**src/rtl/vga_bitplane_fifo.sv**
```systemverilog
// Prefetch FIFO between a word-addressed memory bus and the VGA bitplane shifter.
// Fetches frame words ahead of the display and discards in-flight data across vsync flushes.
module vga_bitplane_fifo #(
    parameter int fifo_addr_bits  = 4,
    parameter int words_per_frame = 38400
) (
    input  logic        clk_pixel,
    input  logic        reset,
    input  logic [29:0] addr_base,
    input  logic        vga_vsync,
    output logic        addr_strobe,
    output logic [29:0] addr,
    input  logic        data_ready,
    input  logic [31:0] data_in,
    input  logic        fetch_next,
    output logic [7:0]  red_byte,
    output logic [7:0]  green_byte,
    output logic [7:0]  blue_byte,
    output logic [7:0]  bright_byte,
    output logic        underflow
);

    localparam int unsigned             DEPTH = 1 << fifo_addr_bits;
    localparam logic [fifo_addr_bits:0] FULL  = (fifo_addr_bits + 1)'(DEPTH);
    localparam logic [29:0]             WPF   = 30'(words_per_frame);

    typedef enum logic [1:0] {
        IDLE,
        REQ,
        DISCARD
    } state_e;

    state_e                    state_q, state_d;
    logic [31:0]               mem_q [DEPTH];
    logic [fifo_addr_bits-1:0] wptr_q, wptr_d;
    logic [fifo_addr_bits-1:0] rptr_q, rptr_d;
    logic [fifo_addr_bits:0]   count_q, count_d;
    logic [29:0]               faddr_q, faddr_d;
    logic [29:0]               addr_q, addr_d;
    logic [29:0]               base_q, base_d;
    logic                      uf_q, uf_d;
    logic                      wr_en;
    logic                      pop;
    logic [29:0]               faddr_inc;
    logic [31:0]               head;

    // Bus FSM: the request address is captured at issue so a flush cannot disturb it.
    always_comb begin
        state_d = state_q;
        addr_d  = addr_q;
        wr_en   = 1'b0;
        case (state_q)
            IDLE: begin
                if (vga_vsync && (count_q < FULL)) begin
                    state_d = REQ;
                    addr_d  = faddr_q;
                end
            end
            REQ: begin
                if (data_ready) begin
                    state_d = IDLE;
                    wr_en   = vga_vsync;
                end else if (!vga_vsync) begin
                    state_d = DISCARD;
                end
            end
            DISCARD: begin
                if (data_ready) begin
                    state_d = IDLE;
                end
            end
            default: state_d = IDLE;
        endcase
    end

    assign addr_strobe = (state_q != IDLE);
    assign addr        = addr_q;

    always_comb begin
        pop       = vga_vsync && fetch_next && (count_q != '0);
        faddr_inc = faddr_q + 30'd1;
        wptr_d    = wptr_q;
        rptr_d    = rptr_q;
        count_d   = count_q;
        faddr_d   = faddr_q;
        base_d    = base_q;
        uf_d      = uf_q | (vga_vsync && fetch_next && (count_q == '0));
        if (wr_en) begin
            wptr_d  = wptr_q + 1'b1;
            faddr_d = (faddr_inc == base_q + WPF) ? base_q : faddr_inc;
        end
        if (pop) begin
            rptr_d = rptr_q + 1'b1;
        end
        case ({wr_en, pop})
            2'b10:   count_d = count_q + 1'b1;
            2'b01:   count_d = count_q - 1'b1;
            default: count_d = count_q;
        endcase
        if (!vga_vsync) begin
            wptr_d  = '0;
            rptr_d  = '0;
            count_d = '0;
            faddr_d = addr_base;
            base_d  = addr_base;
        end
    end

    always_ff @(posedge clk_pixel) begin
        if (reset) begin
            state_q <= IDLE;
            wptr_q  <= '0;
            rptr_q  <= '0;
            count_q <= '0;
            faddr_q <= addr_base;
            base_q  <= addr_base;
            addr_q  <= '0;
            uf_q    <= 1'b0;
        end else begin
            state_q <= state_d;
            wptr_q  <= wptr_d;
            rptr_q  <= rptr_d;
            count_q <= count_d;
            faddr_q <= faddr_d;
            base_q  <= base_d;
            addr_q  <= addr_d;
            uf_q    <= uf_d;
        end
    end

    always_ff @(posedge clk_pixel) begin
        if (!reset && wr_en) begin
            mem_q[wptr_q] <= data_in;
        end
    end

    assign head        = mem_q[rptr_q];
    assign red_byte    = (count_q != '0) ? head[7:0]   : '0;
    assign green_byte  = (count_q != '0) ? head[15:8]  : '0;
    assign blue_byte   = (count_q != '0) ? head[23:16] : '0;
    assign bright_byte = (count_q != '0) ? head[31:24] : '0;
    assign underflow   = uf_q;

endmodule
```
**config.mk**
```make
export PLATFORM = sky130hd
export DESIGN_NAME = vga_bitplane_fifo
export DESIGN_NICKNAME = d
export VERILOG_FILES = /design/src/rtl/vga_bitplane_fifo.sv
export SDC_FILE = /design/constraint.sdc
export NUM_CORES = 1
export LEC_CHECK = 0
export ABC_CLOCK_PERIOD_IN_PS = 10840
export CAP_MARGIN = 20
export CORE_UTILIZATION = 25
export CTS_CLUSTER_SIZE = 16
export DETAILED_ROUTE_END_ITERATION = 16
export PLACE_DENSITY = 0.41
export REMOVE_ABC_BUFFERS = 1
export SLEW_MARGIN = 0
export SYNTH_ARGS = -nofsm -noshare
export SYNTH_HDL_FRONTEND = slang
export SYNTH_SLANG_ARGS = --single-unit
```
**constraint.sdc**
```tcl
create_clock -name clk_pixel -period 10.84 [get_ports clk_pixel]
set_clock_uncertainty 0.2 [all_clocks]
set_input_delay 3.252 -clock clk_pixel [delete_from_list [all_inputs] [get_ports clk_pixel]]
set_output_delay 3.252 -clock clk_pixel [all_outputs]
set_load 0.1 [all_outputs]
```
Yosys cells after proc, flatten, opt, wreduce, memory -nomap -nowiden
Memory sizes are Yosys's and may differ from the RTL's. A register that Yosys moved wholly into a read port is not among the register bits.
Index checks and enable logic that the tools add are counted.
{ "totals": {"register_bits": 106, "mem_bits_rw": 512, "inputBits": 67, "elab_cells": 64, "memories": 1} }
{ "mem_list": {"columns": ["name", "depth", "word_bits", "read_ports", "rd_ports_with_merged_regs", "wr", "line", "rtl"], "rows": [
  ["mem_q", 16, 32, 1, 1, 1, "34", "logic [31:0] mem_q [DEPTH];"]
]} }
{ "op_classes": {"n_addsub": 6, "magnitude_cmp": 1, "n_eq_ne": 10, "mux": 22, "bitwise_logic": 2, "n_reduce_logical": 14} }
{ "ops": {"columns": ["cell", "count"], "rows": [
  ["$mux W30", 6],
  ["$mux W8", 4],
  ["$add A30 B1 Y30 const B", 1],
  ["$add A30 B16 Y30 const B", 1],
  ["$eq A30 B30 Y1", 1],
  ["$pmux W5 S2", 1],
  ["$add A4 B1 Y4 const B", 2],
  ["$mux W2", 4],
  ["$mux W4", 2],
  ["$ne A2 B2 Y1 const B", 3],
  ["$pmux W2 S3", 1],
  ["$add A5 B1 Y5 const B", 1],
  ["$logic_and A1 B1 Y1", 5],
  ["$logic_not A5 Y1", 1],
  ["$lt A5 B5 Y1 const B", 1],
  ["$reduce_bool A5 Y1", 1],
  ["$sub A5 B1 Y5 const B", 1],
  ["$eq A2 B1 Y1 const B", 2],
  ["$eq A2 B2 Y1 const B", 2],
  ["$mux W1", 4],
  ["$reduce_bool A2 Y1", 2],
  ["$ne A3 B2 Y1 const B", 1],
  ["$ne A3 B3 Y1 const B", 1],
  ["$reduce_and A3 Y1", 1],
  ["6 further kinds", 6]
]} }

Longest topological paths before layout
Gate-level depths: netlist of run 1.
{ "logic_depth": {"depth_word": 6, "mapped_depth": 13} }

Least setup slack after synthesis of run 1
No wires, ideal clock.
{ "synth_timing": {"path_type": "register to output", "startpoint": "reg (tool-made name)", "endpoint": "out blue_byte[0]", "arrival_ps": 3246, "path_slack_ps": 4142, "path_stages_with_launch": 6, "n_path_buf": 2, "path_cell_list": "dfxtp_1 -> clkbuf_1 -> buf_1 -> mux4_2 -> mux4_2 -> nor2b_1"} }
{ "synth_rtl": {"columns": ["item", "line", "rtl"], "rows": [
  ["end: declaration", "18", "output logic [7:0] blue_byte,"]
]} }

==> metrics.csv, run 1 <==
stage;metric;value;unit
status;status;completed;
floorplan;Die Area;104000;um^2
critical_path;R2R Path End;faddr_q[19]$_DFFE_PP_;
layout;fill count;10007;
detailed_routing;DRC;0;
detailed_routing;uppermost layer routed;met5;
place;GPL Wtd Cong;0.742;
detailed_routing;WL met1;31600;um
detailed_routing;Avg WL per Cell;23.0;um
logic_synthesis;Synth top area share;66.6;%
logic_synthesis;Seq/Total Area, Yosys;70.5;%
detailed_routing;1st-iter DRT viols;933;
grt;initial antenna violation count;6;
place;DP HPWL;37800;um
clocking;CTS buffer count;77;
logic_synthesis;syn avg cell area;17.8;um^2
detailed_routing;DR WL met2;34400;um
detailed_routing;Pre-antenna DRT Iters;5;
sta;setup tns final;0;ps
clocking;CTS tree;yes;
logic_synthesis;warnings from Yosys;0;
power_and_ir_drop;P per Cell Area;177;nW/um^2
power_and_ir_drop;Reg power frac;48.6;%
grt;maximum number of pins on one net before global-route repair;76;
power_and_ir_drop;Leak Pwr;9.54;nW
min_path;Hold Startpoint;addr[0]$_SDFFE_PP0P_;
min_path;hold crit path type;reg2reg;
logic_synthesis;asr flop ratio synth;0;%
sta;unrepaired setup endpoints after global routing;false;
sta;endpoints failing setup;0;
critical_path;worst setup path end;red_byte[4];
clocking;Clock Pin Slew Worst Setup and Hold Paths;50;ps
floorplan;DIE HEIGHT;323;um
floorplan;die width;323;um
sta;fin crit share;72.5;%
clocking;htree depth;3;
layout;multi-input logic area;7320;um^2
detailed_routing;antenna viol nets, final;0;
detailed_routing;Vias/cell;4.52;
sta;Slew HR;29.7;%
clocking;Post-CTS Resized;0;
power_and_ir_drop;NetSw;0.00127;W
detailed_routing;Routed WL;69900;um
clocking;clk root buf;clkbuf_16;
sta;Final Max Tran Viols;0;
logic_synthesis;Area contributors post-synth;edfxtp_1 (67%), mux4_2 (14%), dfxtp_1 (3.9%);
power_and_ir_drop;Clk network pwr share;46.2;%
logic_synthesis;Cell variety after synth;64;
clocking;clk_lat worst skew;640;ps
sta;Tmin final;7860;ps
critical_path;CP startpoint kind;flip-flop;
logic_synthesis;top-count cell post-synth;edfxtp_1;
critical_path;reg2reg start;faddr_q[11]$_DFFE_PP_;
critical_path;Worst EP required;7390;ps
critical_path;arrival time worst endpoint;4410;ps
detailed_routing;routed wl met3;2720;um
grt;vias in the first global route;14731;
grt;total gr overflow;0;
critical_path;Setup CP Type;reg2out;
critical_path;crit path capture type;output pin;
floorplan;IO Count;131;
logic_synthesis;Post-synth EDFFs;572;
logic_synthesis;Yosys top cell by area;edfxtp_1;
power_and_ir_drop;Cell Int Power;0.00429;W
sta;Tightest Pin Transition;1050;ps
clocking;CTS max path bufs;3;
power_and_ir_drop;combinational power share;5.2;%
power_and_ir_drop;Sw Share;22.8;%
run;MaxCap Viol Count;0;
place;# port buffers;130;
detailed_routing;via count;13739;
floorplan;Core Rows;117;
layout;Antenna Diode Count;0;
logic_synthesis;Top FF cell, synth;edfxtp_1;
critical_path;FF-to-FF path depth;10;
sta;f_max;0.127;GHz
layout;layout cell share with drive strength beyond 1;20.7;%
layout;Util after Layout;30.8;%
critical_path;crit-path max FO;48;
clocking;CTS sink cnt;622;
layout;fin nets;1690;
grt;Total GRT Usage;13.6;%
sta;Fin. Hold Viols;0;
power_and_ir_drop;Max VDD drop;0.109;mV
grt;first-pass GRT wire length;102000;um
logic_synthesis;mapped cell area;25800;um^2
clocking;Setup Buffers After CTS;0;
floorplan;initial core utilization;25.3;%
logic_synthesis;synthesis-stage register bit count;622;
layout;Layout area overhead;21.7;%
logic_synthesis;Post-synth top cells;edfxtp_1 (572), mux4_2 (160), nand2_1 (115);
clocking;CTS Hold Bufs;0;
layout;Register Area;18200;um^2
logic_synthesis;cell count after synthesis;1451;
floorplan;CORE AREA;102000;um^2
critical_path;Worst R2R Setup Slack;5890;ps
## critical path, stage by stage, from the launching register on
cell and delay (ps):
dfxtp_4 860, buf_4 700, mux4_2 400, mux4_2 570
nor2b_1 170, clkdlybuf4s50_1 1000
## cell type report
cell class	count	area share, %
flip-flops and latches	622	58.0
multi-input cells	731	23.3
clock buffers	92	6.45
well taps	1368	5.46
repair buffers	160	4.89
clock inverters	49	1.65
inverters	19	0.231
## how the worst min path moves through the flow
stage / cells after the start / endpoint / slack (ps)
final: 2 / addr[0]$_SDFFE_PP0P_ / 250
after CTS: 2 / addr[0]$_SDFFE_PP0P_ / 260
after floorplan: 2 / count_q[3]$_SDFFE_PP0P_ / 280
after global placement: 2 / addr[4]$_SDFFE_PP0P_ / 240
after detailed placement: 2 / addr[0]$_SDFFE_PP0P_ / 250
after global routing: 2 / addr[10]$_SDFFE_PP0P_ / 270
## sequential cells by signal (all words and copies together), names as in the netlist, named ones only
signal	flops
underflow	1
state_q	2
mem_q	512
wptr_q	4
addr	30
faddr_q	30
base_q	30
rptr_q	4
count_q	5
## stage by stage
step	cell area [um^2]	power, W	hold WS [ps]	setup WS, ps	cells
6_report	31400	0.00556	250	2980	3041
2_1_floorplan	25400	0.00292	278	-94.5	1372
5_1_grt	31400	0.00575	274	2690	3041
4_1_cts	31400	0.00564	255	2810	3041
3_3_place_gp	28800	0.00304	244	3500	2900
3_5_place_dp	28800	0.00304	248	3510	2900
## routing by layer
layer / GRT usage, % / up-vias
met5: 0 / -
met4: 3.33 / 10
met3: 2.84 / 92
met2: 23.0 / 222
met1: 17.8 / 7301
li1: - / 6114
## power groups by stage
stage / combinational, W / sequential (W) / clock (W)
after floorplan: 0.000126 / 0.00279 / 0
after global placement: 0.000290 / 0.00275 / 0
after detailed placement: 0.000293 / 0.00275 / 0
after CTS: 0.000294 / 0.00270 / 0.00265
after global routing: 0.000313 / 0.00270 / 0.00273
final: 0.000289 / 0.00270 / 0.00257
## cells in the final DEF (no fill, tap or decap), drive strengths merged, types with 4 or more instances in the layout
cell type / instances
nand2b: 8
nand3: 50
nor2: 60
o311ai: 4
a31oi: 5
nor4: 10
or2: 6
o21ai: 17
nand2: 115
nor3: 11
or3: 25
a211oi: 12
o211ai: 6
nor2b: 38
ha: 11
xnor3: 7
mux2i: 9
xnor2: 38
dfxtp: 50
a21oi: 48
xor2: 22
clkbuf: 92
nand4: 18
clkinv: 35
a2111oi: 6
buf: 31
and3: 12
or4: 4
clkdlybuf4s50: 129
edfxtp: 572
bufinv: 8
mux4: 160
inv: 22
## cells by family (layout without fill, tap and decap cells)
logic type,count (synthesis),after routing,synth area share (%)
buffers and inverters,98,320,1.60
xor gates and xnor gates,67,67,2.65
and+or+nand+nor,374,374,7.51
AOI/OAI and AO/OA,109,109,2.78
DFF,622,622,70.5
muxes,169,169,14.3
adders and majority gates,12,12,0.612
(Power assumes the default switching activity.)
==> run 2: changes to the inputs <==
--- a/config.mk
+++ b/config.mk
@@ -5,12 +5,12 @@
 export SDC_FILE = /design/constraint.sdc
 export NUM_CORES = 1
 export LEC_CHECK = 0
-export ABC_CLOCK_PERIOD_IN_PS = 10840
+export ABC_CLOCK_PERIOD_IN_PS = 6300
 export CAP_MARGIN = 20
 export CORE_UTILIZATION = 25
 export CTS_CLUSTER_SIZE = 16
 export DETAILED_ROUTE_END_ITERATION = 16
-export PLACE_DENSITY = 0.41
+export PLACE_DENSITY = 0.42
 export REMOVE_ABC_BUFFERS = 1
 export SLEW_MARGIN = 0
 export SYNTH_ARGS = -nofsm -noshare
==> constraint.sdc (replaced) <==
create_clock -name clk_pixel -period 6.3 [get_ports clk_pixel]
set_clock_uncertainty 0.2 [all_clocks]
set_input_delay 1.89 -clock clk_pixel [delete_from_list [all_inputs] [get_ports clk_pixel]]
set_output_delay 1.89 -clock clk_pixel [all_outputs]
set_load 0.1 [all_outputs]
==> metrics.csv, run 2 (same netlist as run 1, synthesis figures left out) <==
stage;metric;value;unit;change
sta;Tightest Pin Transition;1010;ps;-41.3 ps
critical_path;CP startpoint kind;flip-flop;;
layout;Antenna Diode Count;0;;unchanged
grt;maximum number of pins on one net before global-route repair;57;;-25%
layout;layout cell share with drive strength beyond 1;22.5;%;+1.7 points
sta;f_max;0.175;GHz;
status;status;completed;;
detailed_routing;1st-iter DRT viols;946;;+1.4%
power_and_ir_drop;Max VDD drop;0.168;mV;+54%
layout;Layout Cells excl Fill;3051;;+0.33%
layout;Largest Register;mem_q;;
sta;Fin. Hold Viols;0;;unchanged
detailed_routing;Vias/cell;4.53;;+0.35%
detailed_routing;antenna viol nets, final;0;;unchanged
detailed_routing;DRC;0;;unchanged
min_path;hold crit path type;reg2reg;;
layout;max reg flops;512;;unchanged
sta;Slew HR;31.0;%;+1.2 points
sta;setup tns final;0;ps;unchanged
place;# port buffers;130;;unchanged
floorplan;initial core utilization;25.3;%;unchanged
floorplan;Core Rows;117;;unchanged
critical_path;crit-path max FO;26;;-46%
critical_path;arrival time worst endpoint;3610;ps;-800 ps
detailed_routing;Avg WL per Cell;22.1;um;-3.8%
floorplan;CORE AREA;102000;um^2;unchanged
min_path;Hold Crit Depth;2;;unchanged
detailed_routing;Pre-antenna DRT Iters;5;;unchanged
layout;most frequent cells in the layout;edfxtp_1 (572), mux4_2 (160), nand2_1 (115), clkdlybuf4s50_1 (101), clkbuf_16 (77);;
layout;Layout area overhead;21.7;%;about the same
place;placed cell count;2914;;+0.48%
clocking;CTS buffer count;76;;-1.3%
place;DP HPWL;41200;um;+9.1%
clocking;Post-CTS Resized;0;;unchanged
clocking;CTS max path bufs;3;;unchanged
detailed_routing;Routed WL;67500;um;-3.4%
clocking;CTS Hold Bufs;0;;unchanged
place;GPL Wtd Cong;0.770;;+3.8%
sta;endpoints failing setup;0;;unchanged
power_and_ir_drop;Leak Pwr;9.61;nW;+0.73%
grt;first-pass GRT wire length;101000;um;-1.4%
layout;fin nets;1704;;+0.83%
clocking;clk root buf;clkbuf_16;;
detailed_routing;via count;13832;;+0.68%
critical_path;R2R Path End;faddr_q[19]$_DFFE_PP_;;
critical_path;reg2reg start;base_q[9]$_DFFE_PP_;;
sta;Tmin final;5700;ps;
layout;commonest non-fill, non-tap cell in the layout;edfxtp_1;;
floorplan;die width;323;um;unchanged
critical_path;Worst R2R Setup Slack;1610;ps;-4280 ps
grt;vias in the first global route;14690;;-0.28%
grt;initial antenna violation count;2;;-4
clocking;Clock Pin Slew Worst Setup and Hold Paths;50;ps;about the same
run;MaxCap Viol Count;0;;unchanged
critical_path;crit path capture type;output pin;;
clocking;CTS tree;yes;;
floorplan;DIE HEIGHT;323;um;unchanged
critical_path;Setup CP Type;reg2out;;
sta;Final Max Tran Viols;0;;unchanged
clocking;clk_lat worst skew;640;ps;about the same
grt;Total GRT Usage;13.2;%;-0.42 points
sta;unrepaired setup endpoints after global routing;false;;
clocking;htree depth;3;;unchanged
power_and_ir_drop;P per Cell Area;295;nW/um^2;+66%
floorplan;Die Area;104000;um^2;unchanged
grt;total gr overflow;0;;unchanged
clocking;Setup Buffers After CTS;0;;unchanged
clocking;CTS sink cnt;622;;unchanged
sta;fin crit share;90.5;%;
min_path;Hold Startpoint;addr[5]$_SDFFE_PP0P_;;
sta;hold slack final;252;ps;+1.89 ps
critical_path;FF-to-FF path depth;10;;unchanged
critical_path;Worst EP required;4210;ps;-3180 ps
floorplan;IO Count;131;;unchanged
min_path;Hold Path Sink;addr[5]$_SDFFE_PP0P_;;
-- run 2: worst max path at each step --
| stage | endpoint | depth (start not counted) |
|---|---|---|
| after CTS | bright_byte[2] | 4 |
| after floorplan | blue_byte[0] | 3 |
| after detailed placement | bright_byte[2] | 4 |
| after global routing | bright_byte[2] | 4 |
| after global placement | bright_byte[2] | 4 |
| final | bright_byte[2] | 4 |
-- run 2: power breakdown --
group	internal [W]	switching [W]	total, W
clock network	0.00235	0.00173	0.00408
registers	0.00457	0.0000751	0.00464
logic	0.000178	0.000329	0.000507
total	0.00710	0.00214	0.00924
-- run 2: worst max-delay path: stages (launching register included) --
cell             delay (ps)
dfxtp_4                 710
mux4_2                  580
mux4_2                  540
nor2b_1                 160
clkdlybuf4s50_1         990
-- run 2: metal layers --
| layer | GRT usage (%) | part of all wire [%] | up-vias |
|---|---|---|---|
| met3 | 2.23 | 3.3 | 113 |
| li1 | - | - | 6142 |
| met2 | 21.3 | 47 | 258 |
| met5 | 0 | 0.019 | - |
| met4 | 4.19 | 2.6 | 2 |
| met1 | 18.1 | 47 | 7317 |
-- run 2: layout make-up --
class,count,area [um^2]
clock buffers,97,2010
fillers,10037,70700
multi-input cells,731,7320
clock inverters,39,314
repair buffers,175,1740
inverters,19,72.6
flip-flops and latches,622,18200
well taps,1368,1710
-- run 2: metrics by stage --
stage               total power (W)  utilization, %  setup slack (ps)  instance area, um^2
CTS                         0.00937            30.7               481                31300
finish                      0.00924            30.7               597                31400
global route                0.00955            30.7               410                31400
floorplan                   0.00502               -             -3270                25400
detailed placement          0.00524            28.4              1150                29000
global placement            0.00523            28.4              1140                29000
